File: src/rtl/countdown_timer_if.sv
// Control and status bundle for countdown_timer.
// The master side drives commands and observes status; the slave side is the timer itself.
interface countdown_timer_if #(
    parameter int unsigned WIDTH = 4
) ();

    // Commands toward the timer
    logic             load;
    logic [WIDTH-1:0] load_value;
    logic             start;
    logic             stop;
    logic             pause;
    logic             auto_reload;
    logic             expired_ack;

    // Registered status from the timer
    logic [WIDTH-1:0] count;
    logic             busy;
    logic             tc_pulse;
    logic             expired;
    logic             overrun;

    modport master (
        output load,
        output load_value,
        output start,
        output stop,
        output pause,
        output auto_reload,
        output expired_ack,
        input  count,
        input  busy,
        input  tc_pulse,
        input  expired,
        input  overrun
    );

    modport slave (
        input  load,
        input  load_value,
        input  start,
        input  stop,
        input  pause,
        input  auto_reload,
        input  expired_ack,
        output count,
        output busy,
        output tc_pulse,
        output expired,
        output overrun
    );

endinterface

File: src/rtl/countdown_timer.sv
// Loadable down-counter with pause/stop, optional auto-reload and sticky expiry/overrun flags.
// Every output comes straight from a flop; expiry is flagged in the cycle count==0 is first shown.
module countdown_timer #(
    parameter int unsigned WIDTH = 4
) (
    input logic              clk,
    input logic              clear_n,
    countdown_timer_if.slave bus
);

    localparam logic [1:0] StIdle   = 2'd0;
    localparam logic [1:0] StRun    = 2'd1;
    localparam logic [1:0] StPaused = 2'd2;
    localparam logic [1:0] StDone   = 2'd3;

    localparam logic [WIDTH-1:0] CountOne = WIDTH'(1);

    logic [1:0]       state_q, state_d;
    logic [WIDTH-1:0] count_q, count_d;
    logic [WIDTH-1:0] reload_q, reload_d;
    logic             busy_q, busy_d;
    logic             tc_q;
    logic             expired_q, expired_d;
    logic             overrun_q, overrun_d;
    logic             expiry;

    // One countdown tick, shared by RUN and by PAUSED resuming
    logic [1:0]       step_state;
    logic [WIDTH-1:0] step_count;
    logic             step_expiry;

    // Start values: IDLE restarts from the current count, DONE from the reload register;
    // a same-cycle load overrides either.
    logic [WIDTH-1:0] idle_src;
    logic [WIDTH-1:0] done_src;

    assign idle_src = bus.load ? bus.load_value : count_q;
    assign done_src = bus.load ? bus.load_value : reload_q;

    // Reload register tracks every load; RUN/PAUSED only pick it up at the next reload
    always_comb begin
        reload_d = reload_q;
        if (bus.load) begin
            reload_d = bus.load_value;
        end
    end

    // Tick: at zero either reload (auto_reload sampled now) or finish; otherwise decrement.
    // Reloading a zero reload register re-presents zero, which counts as a fresh expiry.
    always_comb begin
        step_state  = StRun;
        step_count  = count_q - CountOne;
        step_expiry = 1'b0;
        if (count_q == '0) begin
            if (bus.auto_reload) begin
                step_count  = reload_q;
                step_expiry = (reload_q == '0);
            end else begin
                step_state = StDone;
                step_count = '0;
            end
        end else begin
            step_expiry = (count_q == CountOne);
        end
    end

    // Main FSM: stop beats everything in RUN/PAUSED; a zero count in RUN is resolved
    // before pause so the expiry decision is never deferred.
    always_comb begin
        state_d = state_q;
        count_d = count_q;
        expiry  = 1'b0;
        unique case (state_q)
            StIdle: begin
                if (bus.start) begin
                    if (idle_src == '0) begin
                        state_d = StDone;
                        count_d = '0;
                        expiry  = 1'b1;
                    end else begin
                        state_d = StRun;
                        count_d = idle_src;
                    end
                end else if (bus.load) begin
                    count_d = bus.load_value;
                end
            end
            StRun: begin
                if (bus.stop) begin
                    state_d = StIdle;
                end else if (bus.pause && (count_q != '0)) begin
                    state_d = StPaused;
                end else begin
                    state_d = step_state;
                    count_d = step_count;
                    expiry  = step_expiry;
                end
            end
            StPaused: begin
                if (bus.stop) begin
                    state_d = StIdle;
                end else if (!bus.pause) begin
                    state_d = step_state;
                    count_d = step_count;
                    expiry  = step_expiry;
                end
            end
            StDone: begin
                if (bus.start) begin
                    state_d = StRun;
                    count_d = done_src;
                    expiry  = (done_src == '0);
                end else begin
                    if (bus.load) begin
                        count_d = bus.load_value;
                    end
                    if (bus.expired_ack) begin
                        state_d = StIdle;
                    end
                end
            end
            default: begin
                state_d = StIdle;
            end
        endcase
    end

    // Sticky flags: a new expiry always wins over a same-cycle acknowledge
    always_comb begin
        expired_d = expiry | (expired_q & ~bus.expired_ack);
        overrun_d = (expiry & expired_q & ~bus.expired_ack) | (overrun_q & ~bus.expired_ack);
        busy_d    = (state_d == StRun) || (state_d == StPaused);
    end

    // State and registered outputs
    always_ff @(posedge clk or negedge clear_n) begin
        if (!clear_n) begin
            state_q   <= StIdle;
            count_q   <= '1;
            reload_q  <= '1;
            busy_q    <= 1'b0;
            tc_q      <= 1'b0;
            expired_q <= 1'b0;
            overrun_q <= 1'b0;
        end else begin
            state_q   <= state_d;
            count_q   <= count_d;
            reload_q  <= reload_d;
            busy_q    <= busy_d;
            tc_q      <= expiry;
            expired_q <= expired_d;
            overrun_q <= overrun_d;
        end
    end

    assign bus.count    = count_q;
    assign bus.busy     = busy_q;
    assign bus.tc_pulse = tc_q;
    assign bus.expired  = expired_q;
    assign bus.overrun  = overrun_q;

endmodule

File: src/flat_wrapper.sv
// flat-port wrapper written by rule: the top's interface ports become plain ports
module countdown_timer_flat 
#(
    parameter int unsigned WIDTH = 4
)
  (clk, clear_n, bus_load, bus_load_value, bus_start, bus_stop, bus_pause, bus_auto_reload, bus_expired_ack, bus_count, bus_busy, bus_tc_pulse, bus_expired, bus_overrun);
  countdown_timer_if #(.WIDTH(WIDTH)) bus_i ();
  input logic clk;
  input logic clear_n;
  input wire logic [$bits(bus_i.load)-1:0] bus_load;
  input wire logic [$bits(bus_i.load_value)-1:0] bus_load_value;
  input wire logic [$bits(bus_i.start)-1:0] bus_start;
  input wire logic [$bits(bus_i.stop)-1:0] bus_stop;
  input wire logic [$bits(bus_i.pause)-1:0] bus_pause;
  input wire logic [$bits(bus_i.auto_reload)-1:0] bus_auto_reload;
  input wire logic [$bits(bus_i.expired_ack)-1:0] bus_expired_ack;
  output wire logic [$bits(bus_i.count)-1:0] bus_count;
  output wire logic [$bits(bus_i.busy)-1:0] bus_busy;
  output wire logic [$bits(bus_i.tc_pulse)-1:0] bus_tc_pulse;
  output wire logic [$bits(bus_i.expired)-1:0] bus_expired;
  output wire logic [$bits(bus_i.overrun)-1:0] bus_overrun;
  assign bus_i.load = bus_load;
  assign bus_i.load_value = bus_load_value;
  assign bus_i.start = bus_start;
  assign bus_i.stop = bus_stop;
  assign bus_i.pause = bus_pause;
  assign bus_i.auto_reload = bus_auto_reload;
  assign bus_i.expired_ack = bus_expired_ack;
  assign bus_count = bus_i.count;
  assign bus_busy = bus_i.busy;
  assign bus_tc_pulse = bus_i.tc_pulse;
  assign bus_expired = bus_i.expired;
  assign bus_overrun = bus_i.overrun;
  countdown_timer #(.WIDTH(WIDTH)) u_core (.clk(clk), .clear_n(clear_n), .bus(bus_i));
endmodule
File: config.mk
export PLATFORM = sky130hd
export DESIGN_NAME = countdown_timer_flat
export DESIGN_NICKNAME = d
export VERILOG_FILES = /design/src/rtl/countdown_timer_if.sv /design/src/rtl/countdown_timer.sv /design/src/flat_wrapper.sv
export SDC_FILE = /design/constraint.sdc
export NUM_CORES = 1
export LEC_CHECK = 0
export CAP_MARGIN = 20
export CORE_UTILIZATION = 45
export CTS_BUF_LIST = sky130_fd_sc_hd__clkbuf_8
export DETAILED_ROUTE_END_ITERATION = 10
export PLACE_DENSITY = 0.71
export SLEW_MARGIN = 40
export SYNTH_ARGS = -nofsm -noshare
export SYNTH_HDL_FRONTEND = slang
export SYNTH_SLANG_ARGS = --single-unit
export TNS_END_PERCENT = 1
File: constraint.sdc
create_clock -name clk -period 2.7 [get_ports clk]
set_input_delay 0.81 -clock clk [delete_from_list [all_inputs] [get_ports clk]]
set_output_delay 0.81 -clock clk [all_outputs]
set_load 0.05 [all_outputs]
==> results by group <==
Floorplan
  • Vertical die dimension: 50.6 um
  • Die area: 2560 um2
  • Horizontal die dimension: 50.6 um
  • Io pins: 20
  • Initial standard-cell utilization of the core: 48.1%
  • Placement Rows: 17
  • Core region area: 2210 um2

Timing
  • Worst-case hold slack: 0.526 ns
  • Aggregate negative setup slack: 0 ns
  • RSZ-0062 raised after global routing: false
  • Post-layout min period: 2.51 ns
  • Max frequency: 398 MHz
  • Final worst-path setup slack: 0.187 ns
  • Final period utilization: 93.1%
  • Final count of pins violating max slew: 0
  • Number of hold violations in the final report: 0
  • Final setup violation count: 0
  • Slew at the pin closest to its max-slew limit: 0.606 ns
  • Relative slew margins: 59.5%
  • Clock skew: 0.00493 ns

CTS
  • Hold-fix buffer count after cts: 0
  • TritonCTS clock tree: yes
  • Number of buffers created by CTS: 3
  • Number of gates resized after CTS: 0
  • # H-tree levels: 1
  • Post-CTS Setup Inserts: 0
  • Sinks on Clock Net: 14
  • Clk pin slew, worst setup/hold paths: 0.05 ns
  • Maximum buffer depth of the clock tree: 2
  • Clock latency on the worst-skew pair: 0.25 ns
  • Master cell of the clock root buffer: clkbuf_8

Setup path
  • Critical Path End Type: output port
  • CP required: 1.89 ns
  • Class of the most critical setup path: reg -> out
  • Worst EP arrival: 1.70 ns
  • Startpoint class of the critical path: register
  • Maximum fanout count along the critical path: 9
  • Cell type of the slowest stage on the worst timing path: clkdlybuf4s50_1
  • Maximum single-stage delay on the critical path: 0.83 ns
  • Chain of cells forming the critical path: clkdlybuf4s50_1
  • Crit-path leading delay family: buffers and inverters
  • Crit path buffers/inverters: 1

Global routing
  • Pin count of the biggest net entering global routing: 15
  • Number of antenna violations at the first check in global routing: 0
  • First-pass GRT wire length: 4.48 mm
  • Combined global-route utilization of all metal layers: 23.6%
  • Vias in the first global route: 984
  • Final global-route overflow total: 0

Layout
  • Count of filler cells inserted in the layout: 193
  • Number of inserted diodes: 0
  • Fraction of layout instances using a drive strength above 1: 13.3%
  • Layout area overhead: 26.5%
  • Area used by multi-input combinational logic: 643 um2
  • Net count reported at finish: 170
  • Area taken by flip-flops and latches: 360 um2
  • Final std cells w/o fill: 178

Synth
  • Distinct cell type count of the synthesized netlist: 40
  • Avg Inst Size Synth: 8.37 um2
  • Predominant post-synthesis flop cell: dfstp_2
  • Total of flip-flops plus latches after synthesis: 14
  • Synth Warn #: 0
  • Synth Instances: 127
  • Net count after synthesis: 146
  • Mapped cell area: 1060 um2
  • Proportion of synthesized flip-flops having asynchronous set or reset: 100%
  • Number of enable flip-flop cells after synthesis: 0
  • Share of synthesized area occupied by flip-flops and latches: 33.9%

Place
  • Count of port buffers added during placement: 19
  • Setup slack at placement: 0.182 ns
  • Post-DP HPWL: 2.02 mm
  • Dpl cells: 174
  • Gpl congestion: 0.938

Routing
  • Final antenna-violating net count: 0
  • Post-detailed-route DRC marker count: 0
  • Detailed-routing iteration count for the pre-antenna-repair pass: 4
  • Average routed wire per standard cell: 14.9 um
  • Via count normalized by instance count: 6.02
  • Vias: 1,072
  • Drt initial violations: 46
  • Detailed Route WL: 2.65 mm

Power and ir drop
  • Power density cells: 1110 nW/um2
  • Total leakage power: 0.000567 uW
  • Maximum ir drop on the vdd rail: 0.000741 V
  • Overall power consumption: 1500 uW

Hold path
  • Class of the tightest hold or removal check: reg -> reg

Run status
  • Outcome: finished clean

Job
  • Max Cap Violations: 0
-- stage by stage --
stage,cell area [um2],util (%)
2_1_floorplan,1060,-
3_3_place_gp,1300,58.8
3_5_place_dp,1300,58.8
4_1_cts,1350,60.8
5_1_grt,1350,60.8
6_report,1350,60.8
-- power breakdown --
group / switching [uW] / internal (uW)
Clock: 77.6 / 101
Sequential: 102 / 311
Combinational: 553 / 353
Total: 733 / 765
-- logic make-up after synthesis --
kind of cell | Yosys count | share of synthesized area, %
AOI/OAI and AO/OA | 45 | 27.9
xor gates and xnor gates | 1 | 0.824
adders and majority gates | 7 | 8.23
buffers and inverters | 16 | 5.65
DFF | 14 | 33.9
muxes | 3 | 3.06
and+or+nand+nor | 41 | 20.5
-- path summary, 6_finish.rpt --
| path | from | end | slack (ns) | cells past startpoint |
|---|---|---|---|---|
| max in group asynchronous | clear_n | u_core.bus.tc_pulse$_DFF_PN0_ | 1.36 | 1 |
| worst max-delay path | u_core.bus.count[2]$_DFFE_PN1P_ | bus_count[2] | 0.19 | 1 |
| worst min register to register | u_core.reload_q[1]$_DFF_PN1_ | u_core.reload_q[1]$_DFF_PN1_ | 0.53 | 2 |
| worst min-delay path | u_core.reload_q[1]$_DFF_PN1_ | u_core.reload_q[1]$_DFF_PN1_ | 0.53 | 2 |
| worst max register to register | u_core.bus.count[0]$_DFFE_PN1P_ | u_core.bus.count[2]$_DFFE_PN1P_ | 0.51 | 7 |
| min in group asynchronous | clear_n | u_core.state_q[1]$_DFF_PN0_ | 0.94 | 1 |
-- metal layers --
layer	vias up	global-route usage (%)	part of all wire (%)
met5	-	0	0
met4	0	10.2	3.0
met3	11	5.15	5.8
met2	45	36.9	46
met1	505	31.1	45
li1	511	-	-
-- cell usage after synthesis (2+ instances only) --
library cell   n  area (um2)
a21oi_1       12        60.1
a31oi_1        5        31.3
clkbuf_1       3        11.3
dfrtp_1        6         150
dfstp_2        8         210
ha_1           7        87.6
inv_1         12        45.0
mux2_2         2        22.5
nand2_1        9        33.8
nand2b_1       4        25.0
nand3_1        5        25.0
nor2_1        10        37.5
nor3_1         3        15.0
nor3b_1        2        15.0
o211ai_1       3        22.5
o21ai_0        8        40.0
o22ai_1        3        18.8
o31ai_1        2        15.0
or3_1          2        12.5
-- cell type report --
type / instances / share of cell area [%]
Multi-Input combinational cell: 97 / 47.8
Sequential cell: 14 / 26.8
Timing Repair Buffer: 22 / 15.8
Inverter: 13 / 3.63
Clock buffer: 3 / 3.07
Tap cell: 28 / 2.60
Clock inverter: 1 / 0.279
-- registers in the layout, indices dropped and copies added, names as in the netlist --
| name | flops |
|---|---|
| u_core.bus.busy | 1 |
| u_core.bus.count | 4 |
| u_core.bus.expired | 1 |
| u_core.bus.overrun | 1 |
| u_core.bus.tc_pulse | 1 |
| u_core.reload_q | 4 |
| u_core.state_q | 2 |
-- cells in the final DEF, fill, tap and decap left out, types with 4 or more instances in the layout --
cell and instances:
o21ai_0 8, nand2b_1 4, ha_1 7, nand2_1 9
clkdlybuf4s50_1 19, nor2_1 10, dfstp_2 8, a21oi_1 12
nand3_1 5, inv_1 13, a31oi_1 5, dfrtp_1 6
Power figures use the tool's default switching activity.
